[config.mk]
export PLATFORM = sky130hd
export DESIGN_NAME = dir_input_conditioner
export DESIGN_NICKNAME = d
export VERILOG_FILES = /design/src/rtl/dir_input_conditioner.sv
export SDC_FILE = /design/constraint.sdc
export NUM_CORES = 1
export LEC_CHECK = 0
export ABC_AREA = 1
export CORE_ASPECT_RATIO = 0.8
export CORE_MARGIN = 10
export CORE_UTILIZATION = 49
export CTS_BUF_LIST = sky130_fd_sc_hd__clkbuf_16
export DETAILED_ROUTE_END_ITERATION = 10
export GPL_ROUTABILITY_DRIVEN = 0
export PLACE_DENSITY = 0.86
export SLEW_MARGIN = 5
export SYNTH_ARGS = -nofsm -noshare
export SYNTH_HDL_FRONTEND = slang
export SYNTH_SLANG_ARGS = --single-unit
[constraint.sdc]
create_clock -name clk -period 1.1 [get_ports clk]
set_input_delay 0.11 -clock clk [delete_from_list [all_inputs] [get_ports clk]]
set_output_delay 0.11 -clock clk [all_outputs]
set_load 0.05 [all_outputs]
[src/rtl/dir_input_conditioner.sv]
// rtl/dir_input_conditioner.sv - synchronise, debounce and one-shot four direction buttons for the game FSM
module dir_input_conditioner #(
    parameter int SYNC_STAGES     = 2,
    parameter int DEBOUNCE_CYCLES = 4,
    parameter int COUNT_W         = 8
) (
    input  logic               clk,
    input  logic               reset,
    input  logic               btn_n,
    input  logic               btn_s,
    input  logic               btn_e,
    input  logic               btn_w,
    input  logic               game_over,
    output logic               n,
    output logic               s,
    output logic               e,
    output logic               w,
    output logic               conflict,
    output logic [COUNT_W-1:0] move_count
);

    localparam int CNT_W = $clog2(DEBOUNCE_CYCLES + 1);
    // Counter value one short of DEBOUNCE_CYCLES: the next mismatch completes the debounce window.
    localparam logic [CNT_W-1:0] CNT_LAST = CNT_W'(DEBOUNCE_CYCLES - 1);

    localparam logic [0:0] IDLE = 1'b0;
    localparam logic [0:0] HELD = 1'b1;

    // Bit order shared by every per-button vector: 0 = north, 1 = south, 2 = east, 3 = west.
    logic [3:0] btn;
    logic [3:0] synced;
    logic [3:0] deb;

    assign btn = {btn_w, btn_e, btn_s, btn_n};

    genvar i;
    generate
        for (i = 0; i < 4; i++) begin : g_btn
            logic [SYNC_STAGES-1:0] sync_q;
            logic [CNT_W-1:0]       cnt_q;
            logic                   deb_q;

            // Shift the raw asynchronous level through the synchroniser chain.
            always_ff @(posedge clk or posedge reset) begin
                if (reset) begin
                    sync_q <= '0;
                end else begin
                    sync_q <= {sync_q[SYNC_STAGES-2:0], btn[i]};
                end
            end

            assign synced[i] = sync_q[SYNC_STAGES-1];

            // Flip the debounced level only after DEBOUNCE_CYCLES consecutive disagreeing cycles.
            always_ff @(posedge clk or posedge reset) begin
                if (reset) begin
                    cnt_q <= '0;
                    deb_q <= 1'b0;
                end else if (synced[i] == deb_q) begin
                    cnt_q <= '0;
                end else if (cnt_q == CNT_LAST) begin
                    cnt_q <= '0;
                    deb_q <= synced[i];
                end else begin
                    cnt_q <= cnt_q + CNT_W'(1);
                end
            end

            assign deb[i] = deb_q;
        end
    endgenerate

    logic       any_pressed;
    logic       multi_pressed;
    logic [0:0] state;
    logic [3:0] dir_q;
    logic       conflict_q;

    assign any_pressed   = |deb;
    // Clearing the lowest set bit leaves something only when two or more bits were set.
    assign multi_pressed = (deb & (deb - 4'd1)) != 4'd0;

    // Accept at most one move per press-and-release episode; pulses and conflict last one cycle.
    always_ff @(posedge clk or posedge reset) begin
        if (reset) begin
            state      <= IDLE;
            dir_q      <= 4'd0;
            conflict_q <= 1'b0;
            move_count <= '0;
        end else begin
            dir_q      <= 4'd0;
            conflict_q <= 1'b0;
            if (state == IDLE) begin
                if (any_pressed) begin
                    state <= HELD;
                    if (multi_pressed) begin
                        conflict_q <= 1'b1;
                    end else if (!game_over) begin
                        dir_q <= deb;
                        if (move_count != {COUNT_W{1'b1}}) begin
                            move_count <= move_count + COUNT_W'(1);
                        end
                    end
                end
            end else if (!any_pressed) begin
                state <= IDLE;
            end
        end
    end

    assign n        = dir_q[0];
    assign s        = dir_q[1];
    assign e        = dir_q[2];
    assign w        = dir_q[3];
    assign conflict = conflict_q;

endmodule

==> metrics, run 1 <==
Post-CTS Hold Fix Bufs=0; root buf cell=clkbuf_16; Clock Sinks=38; sequential share of power=0.324; Largest delay share family, worst path=simple AND/OR/NAND/NOR gates; Setup crit end kind=register; layout cells sized above 1=0.480; IO buf count=19; failing checks=negative setup slack; via count=1395; Clock Pin Slew Worst Setup and Hold Paths=around 60 ps; Worst Path Arrival=roughly 1500 ps; Worst R2R End=move_count[7]; Power Internal=3.91 mW; Ant. Diodes=0; total of warnings raised by yosys=0; Core Util, Final=0.839; Period minus WS final=~1300 ps; metal3 WL=just under 300 um; Post-Synth XOR/XNOR Area=0.0321; max frequency=approximately 0.77 GHz; met2 WL post-DR=roughly 2200 um; H-tree lvl count=2; Req. time, crit path=roughly 1300 ps; Post-synth EDFFs=0; reg2reg start=g_btn[3].deb_q; final period utilization=1.17; largest cells by area after synthesis=dfrtp_1 58%, nand2_1 10%, ha_1 3.8%; final setup fails=17; adder-cell share of the synthesized area=0.0383; largest net degree at the start of global routing=39; R2R setup slack=-190 ps; die span in x=between 80 and 90 um; top cell type's share of synthesized area=0.581; Max FO, Critical Path=8; # IOs=20; standard-cell rows=18; First-pass DRT Iterations=4; grt ovf=0; NetSw=a little over 2 mW; Fin Clk Skew=~4.8 ps; Post-synth ARST share=1.00; Num CTS Buffers=5; Synth Flop Type=dfrtp_1; CTS tree=done; WP buf/inv=1; post-synthesis compound-gate area fraction=0.0237; Tightest Hold Check Type=in -> async; Die H=between 70 and 80 um; Worst Max-Slew Pin Slew=roughly 220 ps; critical path's largest stage delay=roughly 430 ps; PnR worst setup slack=-192 ps; leakage dissipation=1.28 nW; via/cell ratio=roughly 5.2; Commonest cells post-synth=44 x nand2_1, 38 x dfrtp_1, 16 x nor2_1; RSZ-0062 raised after global routing=true; crit-path most repeated cell=nand2_1; All-Layer GR Usage=0.127; initial antenna violation count=0; Seq/Total Area, Yosys=0.581; power share of the clock group=0.265; Die ar.=approximately 6100 sq um; Synth Instances=167; Mapped Nets=179; VDD IR-drop max=about 1.6 mV; M1 wire length=1650 um; average wire per standard cell=16.4 um; most common cell in the netlist=nand2_1; clock latency at the later pin of the worst-skew pair=between 200 and 300 ps; fin. max-slew vios=0; Synth-to-Final Area Change=61.7%; Iter 0 DRT Violations=around 120; core area=between 3000 and 4000 sq um; Synth Register Bits=38; syn_area_per_cell=~9.8 sq um; worst r2r path cells=7; Switching Share=0.343; Initial Utilization=0.519; Cell variety after synth=21; Post-Layout Cell Count=around 270; Layout fillers=152; # DRC=0; Slew headroom=0.856; critical path type=reg -> reg; Final #Nets=about 240; first-pass GRT wire length=6330 um; highest metal used=met4; post-synth top area cell=dfrtp_1; critical path's slowest cell=dfrtp_1; DP HPWL=2450 um; main combinational cell family by area after synthesis=simple AND/OR/NAND/NOR gates; Hold Fails Final Rpt=0; Max-cap violations=0; final antenna-violating net count=0; post-synthesis mux area share=0; outcome=finished, violations left; Power Dens Cells=2250 nW/um^2; combinational share of power=0.410; Setup crit start kind=register; Synth Area in Simple Gates=0.281; CP cell instances=nor2_2, nand2_2, nand2_4, inv_2, nand3_4, nand2_1, nand2_1; Cell Area, Synth=1640 sq um; TNS Setup=-1740 ps; vias in the first global route=1363; Clock Tree Buf Depth=2; WL final=4380 um; Placement Setup Slack=-128 ps; dpl cells=250
[flip-flops by register name, indices dropped and copies added, names as in the netlist]
signal and flops:
conflict 1, g_btn.deb_q 4, dir_q 4, g_btn.sync_q 8
g_btn.cnt_q 12, move_count 8, state 1
[final cells by class]
| class | count | area, sq um | area share |
|---|---|---|---|
| Clock buffer | 5 | 125 | 0.0473 |
| Clock inverter | 3 | 37.5 | 0.0142 |
| Inverter | 19 | 76.3 | 0.0289 |
| Tap cell | 40 | 50.0 | 0.0189 |
| Multi-Input combinational cell | 111 | 785 | 0.297 |
| Timing Repair Buffer | 51 | 608 | 0.230 |
| Sequential cell | 38 | 963 | 0.364 |
[power by group through the flow]
| stage | clock network [mW] | registers [mW] | logic, mW |
|---|---|---|---|
| floorplan | 0 | 2.06 | 0.757 |
| global placement | 0 | 1.88 | 1.66 |
| detailed placement | 0 | 1.90 | 1.74 |
| CTS | 1.57 | 1.89 | 1.93 |
| global route | 1.67 | 1.96 | 2.64 |
| finish | 1.58 | 1.93 | 2.44 |
[tightest hold or removal path: stages]
cell,delay [ps]
clkdlybuf4s50_1,390
inv_1,100
buf_12,230
[placed cells by master, fill, tap and decap left out, drive strengths merged]
cell type and n:
xor2 1, a21oi 5, nand3b 1, nor3 4, bufinv 1, nand3 11, xnor2 5, o21ai 2
nor2 24, nand2 49, clkdlybuf4s50 6, buf 45, inv 20, dfrtp 38, nor3b 4, clkinv 1
ha 5, clkbuf 5
[metrics by stage]
| step | total power [mW] | instance area, sq um | hold WS [ps] |
|---|---|---|---|
| after global placement | 3.54 | 2240 | 333 |
| after floorplan | 2.82 | 1660 | 141 |
| after detailed placement | 3.64 | 2240 | 337 |
| final | 5.95 | 2650 | 185 |
| after CTS | 5.39 | 2460 | 203 |
| after global routing | 6.27 | 2650 | 210 |
[per-layer routing]
layer,GRT usage,vias to the layer above
li1,-,639
met1,0.132,676
met2,0.228,56
met3,0.0441,24
met4,0.0547,0
met5,0,-
[cell families after synthesis]
logic type / Yosys count
compound gates: 7
xor+xnor: 6
fa+ha+maj: 5
buf+inv: 19
flops: 38
simple gates: 92
[timing repair]
item / 4_1_cts / 5_1_grt
endpoints found under the setup margin: 18 / 26
pin swaps: 5 / 14
buffers inserted: 3 / 6
gates resized for setup: 6 / 36
cloned: 1 / 0
[worst max-delay path by stage]
stage,cells after the start,startpoint,slack [ps],to
floorplan,7,move_count[1],-170,move_count[6]
global placement,7,game_over,-120,move_count[0]
detailed placement,7,game_over,-130,move_count[5]
CTS,7,move_count[1],-90,move_count[5]
global route,6,g_btn[3].deb_q,-220,move_count[0]
finish,7,g_btn[3].deb_q,-190,move_count[7]
Power figures use the tool's default switching activity.
==> inputs of run 2 (changes only) <==
Settings changed: CORE_UTILIZATION 49 to 55, DONT_BUFFER_PORTS set to 1, HOLD_SLACK_MARGIN set to 0.12, PLACE_DENSITY 0.86 to 0.85.
==> metrics, run 2 (synthesis gave the netlist of run 1 again) <==
RSZ-0062 raised after global routing=true; average wire per standard cell=18.7 um (+14%); Clock Pin Slew Worst Setup and Hold Paths=50 ps (about the same); CTS tree=done; Multi-input gate area=746 sq um (-4.9%); VDD IR-drop max=1.74 mV (+6.7%); Worst R2R End=move_count[5]; Sequential Area=963 sq um (unchanged); largest net degree at the start of global routing=39 (unchanged); Iter 0 DRT Violations=227 (+88%); core area=2810 sq um (-11%); All-Layer GR Usage=0.148 (+0.0210); critical path's largest stage delay=400 ps (-30 ps); Largest regs=g_btn.cnt_q x12, g_btn.sync_q x8, move_count x8; commonest cells after routing, fill and taps aside=34 x nand2_1, 28 x dfrtp_1, 25 x buf_4; Setup crit start kind=register; reg2reg start=state; R2R setup slack=-190 ps (about the same); Synth-to-Final Area Change=41.8%; critical path's slowest cell=dfrtp_1; Setup crit end kind=register; Initial Utilization=0.582 (+0.0638); H-tree lvl count=2 (unchanged); # IOs=20 (unchanged); CP startpoint=state; dpl cells=229 (-8.4%); PnR worst setup slack=-193 ps (-1.31 ps); critical path type=reg -> reg; Post-Layout Cell Count=252 (-5.6%); TNS Setup=-1890 ps (-148 ps); Clock Tree Buf Depth=2 (unchanged); commonest non-fill, non-tap cell in the layout=nand2_1; register with the most flip-flops=g_btn.cnt_q; Max-cap violations=0 (unchanged); Worst Path Arrival=1460 ps (-50 ps); Worst Max-Slew Pin Slew=508 ps (+291 ps); grt ovf=0 (unchanged); WL final=4710 um (+7.5%); Tightest Hold Check Type=in -> reg; First-pass DRT Iterations=4 (unchanged); Max FO, Critical Path=8 (unchanged); via count=1411 (+1.1%); via/cell ratio=5.60 (+7.2%); Power Total=5.46 mW (-8.3%); Setup crit end=move_count[5]; max reg flops=12 (unchanged); Slew headroom=0.662 (-0.194); IO buf count=0 (-19); fin. max-slew vios=0 (unchanged); outcome=finished, violations left; Ant. Diodes=0 (unchanged); Req. time, crit path=1270 ps (-50 ps); Period minus WS final=1290 ps (+1.31 ps); final period utilization=1.18 (+0.00119); layout cells sized above 1=0.425 (-0.0549); # DRC=0 (unchanged); DP HPWL=2450 um (-0.15%); CP cell instances=nor2_1, nand2_4, inv_2, nand3_4, nand2_1, nand2_1; clock latency at the later pin of the worst-skew pair=280 ps (about the same); Num CTS Buffers=5 (unchanged); Clock Sinks=38 (unchanged); first-pass GRT wire length=6180 um (-2.5%); root buf cell=clkbuf_16; leakage dissipation=1.15 nW (-10%); Hold Fails Final Rpt=0 (unchanged); Layout fillers=147 (-3.3%); Placement Setup Slack=-95.1 ps (+32.4 ps); Die H=68.8 um (-4.0%); Die ar.=5570 sq um (-8.2%); standard-cell rows=17 (-1); worst r2r path cells=6 (-1); Hold Crit Depth=5; die span in x=81.0 um (-4.3%); HP Start=game_over; vias in the first global route=1306 (-4.2%); final antenna-violating net count=0 (unchanged); Final #Nets=225 (-5.5%); failing checks=negative setup slack; max frequency=0.773 GHz (-0.10%); crit-path most repeated cell=nand2_1; Fin Clk Skew=5.56 ps (+0.732 ps); initial antenna violation count=0 (unchanged); final setup fails=14 (-3); Power Dens Cells=2360 nW/um^2 (+4.7%)
==> run 2: cell count changes in the layout (fill, tap and decap cells not counted), sizes merged <==
| cell | change |
|---|---|
| clkdlybuf4s50 | -6 |
| clkinv | +1 |
| bufinv | -1 |
| buf | -12 |
| dlygate4sd3 | +5 |
==> run 2: layout make-up <==
type / count / area share
Sequential cell: 38 / 0.416
Multi-Input combinational cell: 111 / 0.322
Timing Repair Buffer: 38 / 0.150
Clock buffer: 5 / 0.0540
Inverter: 19 / 0.0329
Tap cell: 38 / 0.0205
Clock inverter: 3 / 0.00540
==> run 2: how the worst min path moves through the flow <==
stage / slack, ps / endpoint
after floorplan: 140 / g_btn[0].sync_q[0]
after global placement: 60 / dir_q[2]
after detailed placement: 80 / g_btn[2].cnt_q[0]
after CTS: 180 / move_count[3]
after global routing: 220 / move_count[3]
final: 210 / move_count[3]
==> run 2: report_power, final <==
part	switching, mW	total (mW)	internal [mW]
Sequential	0.298	1.97	1.68
Combinational	1.18	2.13	0.955
Clock	0.537	1.36	0.818
Total	2.01	5.46	3.45
==> run 2: timing repair <==
item / 4_1_cts / 5_1_grt
hold buffers: 5 / 0
resized for setup: 13 / 29
hold endpoints to repair: 42 / 0
pin swaps: 6 / 9
endpoints found under the setup margin: 16 / 20
gates cloned: 0 / 1
setup buffers: 4 / 5
==> run 2: per-stage QoR <==
| step | hold slack (ps) | cell area [sq um] | utilization |
|---|---|---|---|
| 2_1_floorplan | 141 | 1660 | - |
| 3_3_place_gp | 64.4 | 1900 | 0.677 |
| 3_5_place_dp | 83.1 | 1900 | 0.677 |
| 4_1_cts | 176 | 2160 | 0.768 |
| 5_1_grt | 218 | 2320 | 0.826 |
| 6_report | 207 | 2320 | 0.826 |
==> run 2: metal layers <==
metal  vias to the layer above  track usage  wire length [um]
met2                       102        0.260              2340
met1                       664        0.157              1610
li1                        610            -                 -
met3                        35       0.0465               467
met4                         0       0.0841               297
met5                         -            0                 0
==> run 2: critical path, delay by kind of cell, from the launching register on <==
| family | cells | cell delay [ps] |
|---|---|---|
| flops | 1 | 400 |
| simple gates | 5 | 690 |
| buf+inv | 1 | 90 |
==> variant 1, RTL diff (settings of run 2) <==
Change the parameter `SYNC_STAGES` from 2 to 4.
--- a/src/rtl/dir_input_conditioner.sv
+++ b/src/rtl/dir_input_conditioner.sv
@@ -2,3 +2,3 @@
 module dir_input_conditioner #(
-    parameter int SYNC_STAGES     = 2,
+    parameter int SYNC_STAGES     = 4,
     parameter int DEBOUNCE_CYCLES = 4,
Formal check against the unedited RTL: not equivalent (a bounded check fails within 10 cycles, from zero or initial values and one cycle with reset high).
==> variant 1 against run 2 <==
- the run still ends with setup timing left
- routed wire length shrank 6.6%
- largest power group is now sequential cells
- count of clock-buffer cells in the layout is the same
- non-clock buffer count shrank 9
- synthesized area grew 9.8%
- sequential cell count grew 8
- core utilization shrank 4.0 points
- final area grew 5.4%
- worst setup slack lost 0.030 ns
- clock skew grew 0.00081 ns
- power grew 8.5%
- critical endpoint unchanged
- hold slack lost 0.011 ns
==> variant 1: results <==
{
  "status": "finished, violations left",
  "violations": "setup timing",
  "use_met2_pct": 23.9,
  "pre_cts_ws_ns": -0.140,
  "grt_pass1_wl_um": 6380,
  "fin_ws_ns": -0.223,
  "cpPeakStageDelay_ns": 0.43,
  "vias": 1351,
  "whs_ns": 0.196,
  "reg_top3": "g_btn.sync_q (16), g_btn.cnt_q (12), move_count (8)",
  "synth_compound_area_share_pct": 1.67,
  "grt_util_met3_pct": 5.15,
  "rr_worst_depth": 7,
  "reg2reg_from": "move_count[1]",
  "p_leak_uw": 0.00124,
  "synthAdderAreaFrac_pct": 3.48,
  "setup_viol": 13,
  "power_frac_seq_pct": 40.2,
  "yosysUniqueCellTypes": 17,
  "finalClockSkew_ns": 0.00636,
  "route.met2.wl_um": 2300,
  "fin_cells": 248,
  "place_inst": 227,
  "syn_nets": 181,
  "grt_pass1_vias": 1323,
  "wl_met3_um": 251,
  "drt_iter0_drc": 128,
  "comb_power_share_pct": 35.3,
  "ir_worst_vdd_mv": 1.57
}
variant 1: cell count changes in the layout (fill, tap and decap cells not counted), moves of 5 or more:
cell / run 2 / this run
buf_4: 25 / 15
dfrtp_1: 28 / 40
inv_2: 6 / 0
o21ai_0: 0 / 5
inv_1: 12 / 19
variant 1: worst max path at each step:
stage | from | to
after floorplan | move_count[0] | move_count[6]
after global placement | move_count[1] | move_count[7]
after detailed placement | move_count[1] | move_count[6]
after CTS | g_btn[0].deb_q | move_count[6]
after global routing | move_count[1] | move_count[5]
final | move_count[1] | move_count[5]
variant 1: cell families after synthesis:
kind of cell             after synthesis
AO/OA/AOI/OAI                          6
XOR/XNOR                               6
adder cells (fa/ha/maj)                5
buffers and inverters                 21
flip-flops                            46
AND/OR/NAND/NOR                       85
variant 1: final cells by class:
type,count,area [um^2],area share (%)
clock inverters,3,15.0,0.614
repair buffers,29,298,12.2
flip-flops and latches,46,1160,47.4
well taps,40,50.0,2.05
inverters,21,95.1,3.89
multi-input cells,104,702,28.7
clock buffers,5,125,5.12
==> variant 2, RTL diff (config.mk and constraints of run 2) <==
Without the edit above. Put a register stage on the outputs `n`, `s`, `e` and `w`, cleared by the reset. The values now appear one clock later. The other outputs are not delayed to match.
--- a/src/rtl/dir_input_conditioner.sv
+++ b/src/rtl/dir_input_conditioner.sv
@@ -110,6 +110,15 @@
 
-    assign n        = dir_q[0];
-    assign s        = dir_q[1];
-    assign e        = dir_q[2];
-    assign w        = dir_q[3];
+    always_ff @(posedge clk or posedge reset) begin
+        if (reset) begin
+            n <= '0;
+            s <= '0;
+            e <= '0;
+            w <= '0;
+        end else begin
+            n <= dir_q[0];
+            s <= dir_q[1];
+            e <= dir_q[2];
+            w <= dir_q[3];
+        end
+    end
     assign conflict = conflict_q;
Function: changed (Yosys sat finds a counterexample within 10 cycles, from zero or initial values and one cycle with reset high).
==> variant 2 against run 2 <==
- the run still ends with setup timing left
- highest routed layer unchanged
- power is 1.0% lower
- routed wire length fell by 13%
- synthesized area grew 6.1%
- critical endpoint is now move_count[6]
- sequential cell count rose by 4
- core utilization down 5.2 points
- worst setup slack better by 0.034 ns
- final area up 2.2%
- synthesized cell count is 2.4% higher
- largest cell class unchanged
- critical path depth up 1
- first-iteration DRC count fell by 18%
- cell count rose by 0.40%
==> variant 2: results <==
{
  "fin_ws_ns": -0.159,
  "syn_nets": 183,
  "synthAdderAreaFrac_pct": 3.60,
  "finalClockSkew_ns": 0.00434,
  "reg2reg_from": "g_btn[0].deb_q",
  "crit_arrival_ns": 1.48,
  "drt_iter0_drc": 186,
  "final_nets": 224,
  "crit_fanout": 4,
  "place_hpwl_um": 2240,
  "p_leak_uw": 0.00117,
  "grt_max_degree": 43,
  "wl_per_cell_um": 16.1,
  "ys_top_cells_by_count": "nand2_1, dfrtp_1, nor2_1",
  "yosys.area_share.xor_xnor_pct": 3.03,
  "setup-tns-final_ns": -1.63,
  "grtUsageMet1_pct": 14.5,
  "ys_seq_area_share_pct": 60.6,
  "grt_pass1_vias": 1305,
  "ctsResizeCount": 9,
  "use_met2_pct": 21.3,
  "grt_usage_pct": 12.9,
  "drive_gt1_share_pct": 37.6,
  "synth_area_leaders": "dfrtp_1, nand2_1, ha_1",
  "status": "finished, violations left",
  "wl_met1_um": 1540,
  "grt_util_met3_pct": 5.79,
  "setup_viol": 16,
  "pre_cts_ws_ns": -0.0971,
  "via_per_inst": 5.35,
  "worst_pin_slew_ns": 0.461,
  "violations": "setup timing",
  "route.met2.wl_um": 2060
}
==> variant 2: logic make-up (layout without fill, tap and decap cells) <==
| family | after synthesis | count (layout) |
|---|---|---|
| simple gates | 92 | 93 |
| compound gates | 7 | 7 |
| flops | 42 | 42 |
| xor+xnor | 6 | 6 |
| buf+inv | 19 | 60 |
| fa+ha+maj | 5 | 5 |
==> variant 2: final timing paths <==
path	slack, ns	endpoint	cells past startpoint
worst min-delay path	0.21	move_count[4]	5
worst max register to register	-0.16	move_count[6]	7
worst min register to register	0.34	s	0
min in group asynchronous	0.33	g_btn[3].sync_q[1]	3
max in group asynchronous	0.57	move_count[4]	3
worst max-delay path	-0.16	move_count[6]	7
==> variant 2: worst max-delay path, stage by stage, from the launching register on <==
cell	delay (ns)
dfrtp_1	0.43
inv_2	0.10
nand2_2	0.11
nand2_2	0.12
nand2_4	0.09
nor2_4	0.17
nand3_1	0.12
nand2_1	0.07
==> variant 2: area by class of cell <==
class	count	area (um^2)
tap	40	50.0
clock buffer	5	125
clock inverter	3	11.3
sequential	42	1060
multi-input combinational	111	721
fill	184	694
timing repair buffer	33	324
inverter	19	76.3
==> variant 2: per-stage QoR <==
step | hold slack [ns] | instances | instance area [um^2]
6_report | 0.205 | 253 | 2370
5_1_grt | 0.205 | 253 | 2370
4_1_cts | 0.197 | 252 | 2270
3_5_place_dp | 0.0763 | 233 | 1990
3_3_place_gp | 0.0702 | 233 | 1990
2_1_floorplan | 0.141 | 171 | 1760
==> variant 2: power groups by stage <==
stage	combinational [uW]	sequential, uW	clock (uW)
floorplan	760	2210	0
global placement	1380	2060	0
detailed placement	1430	2090	0
CTS	1690	2050	1370
global route	2140	2110	1460
finish	1970	2080	1350
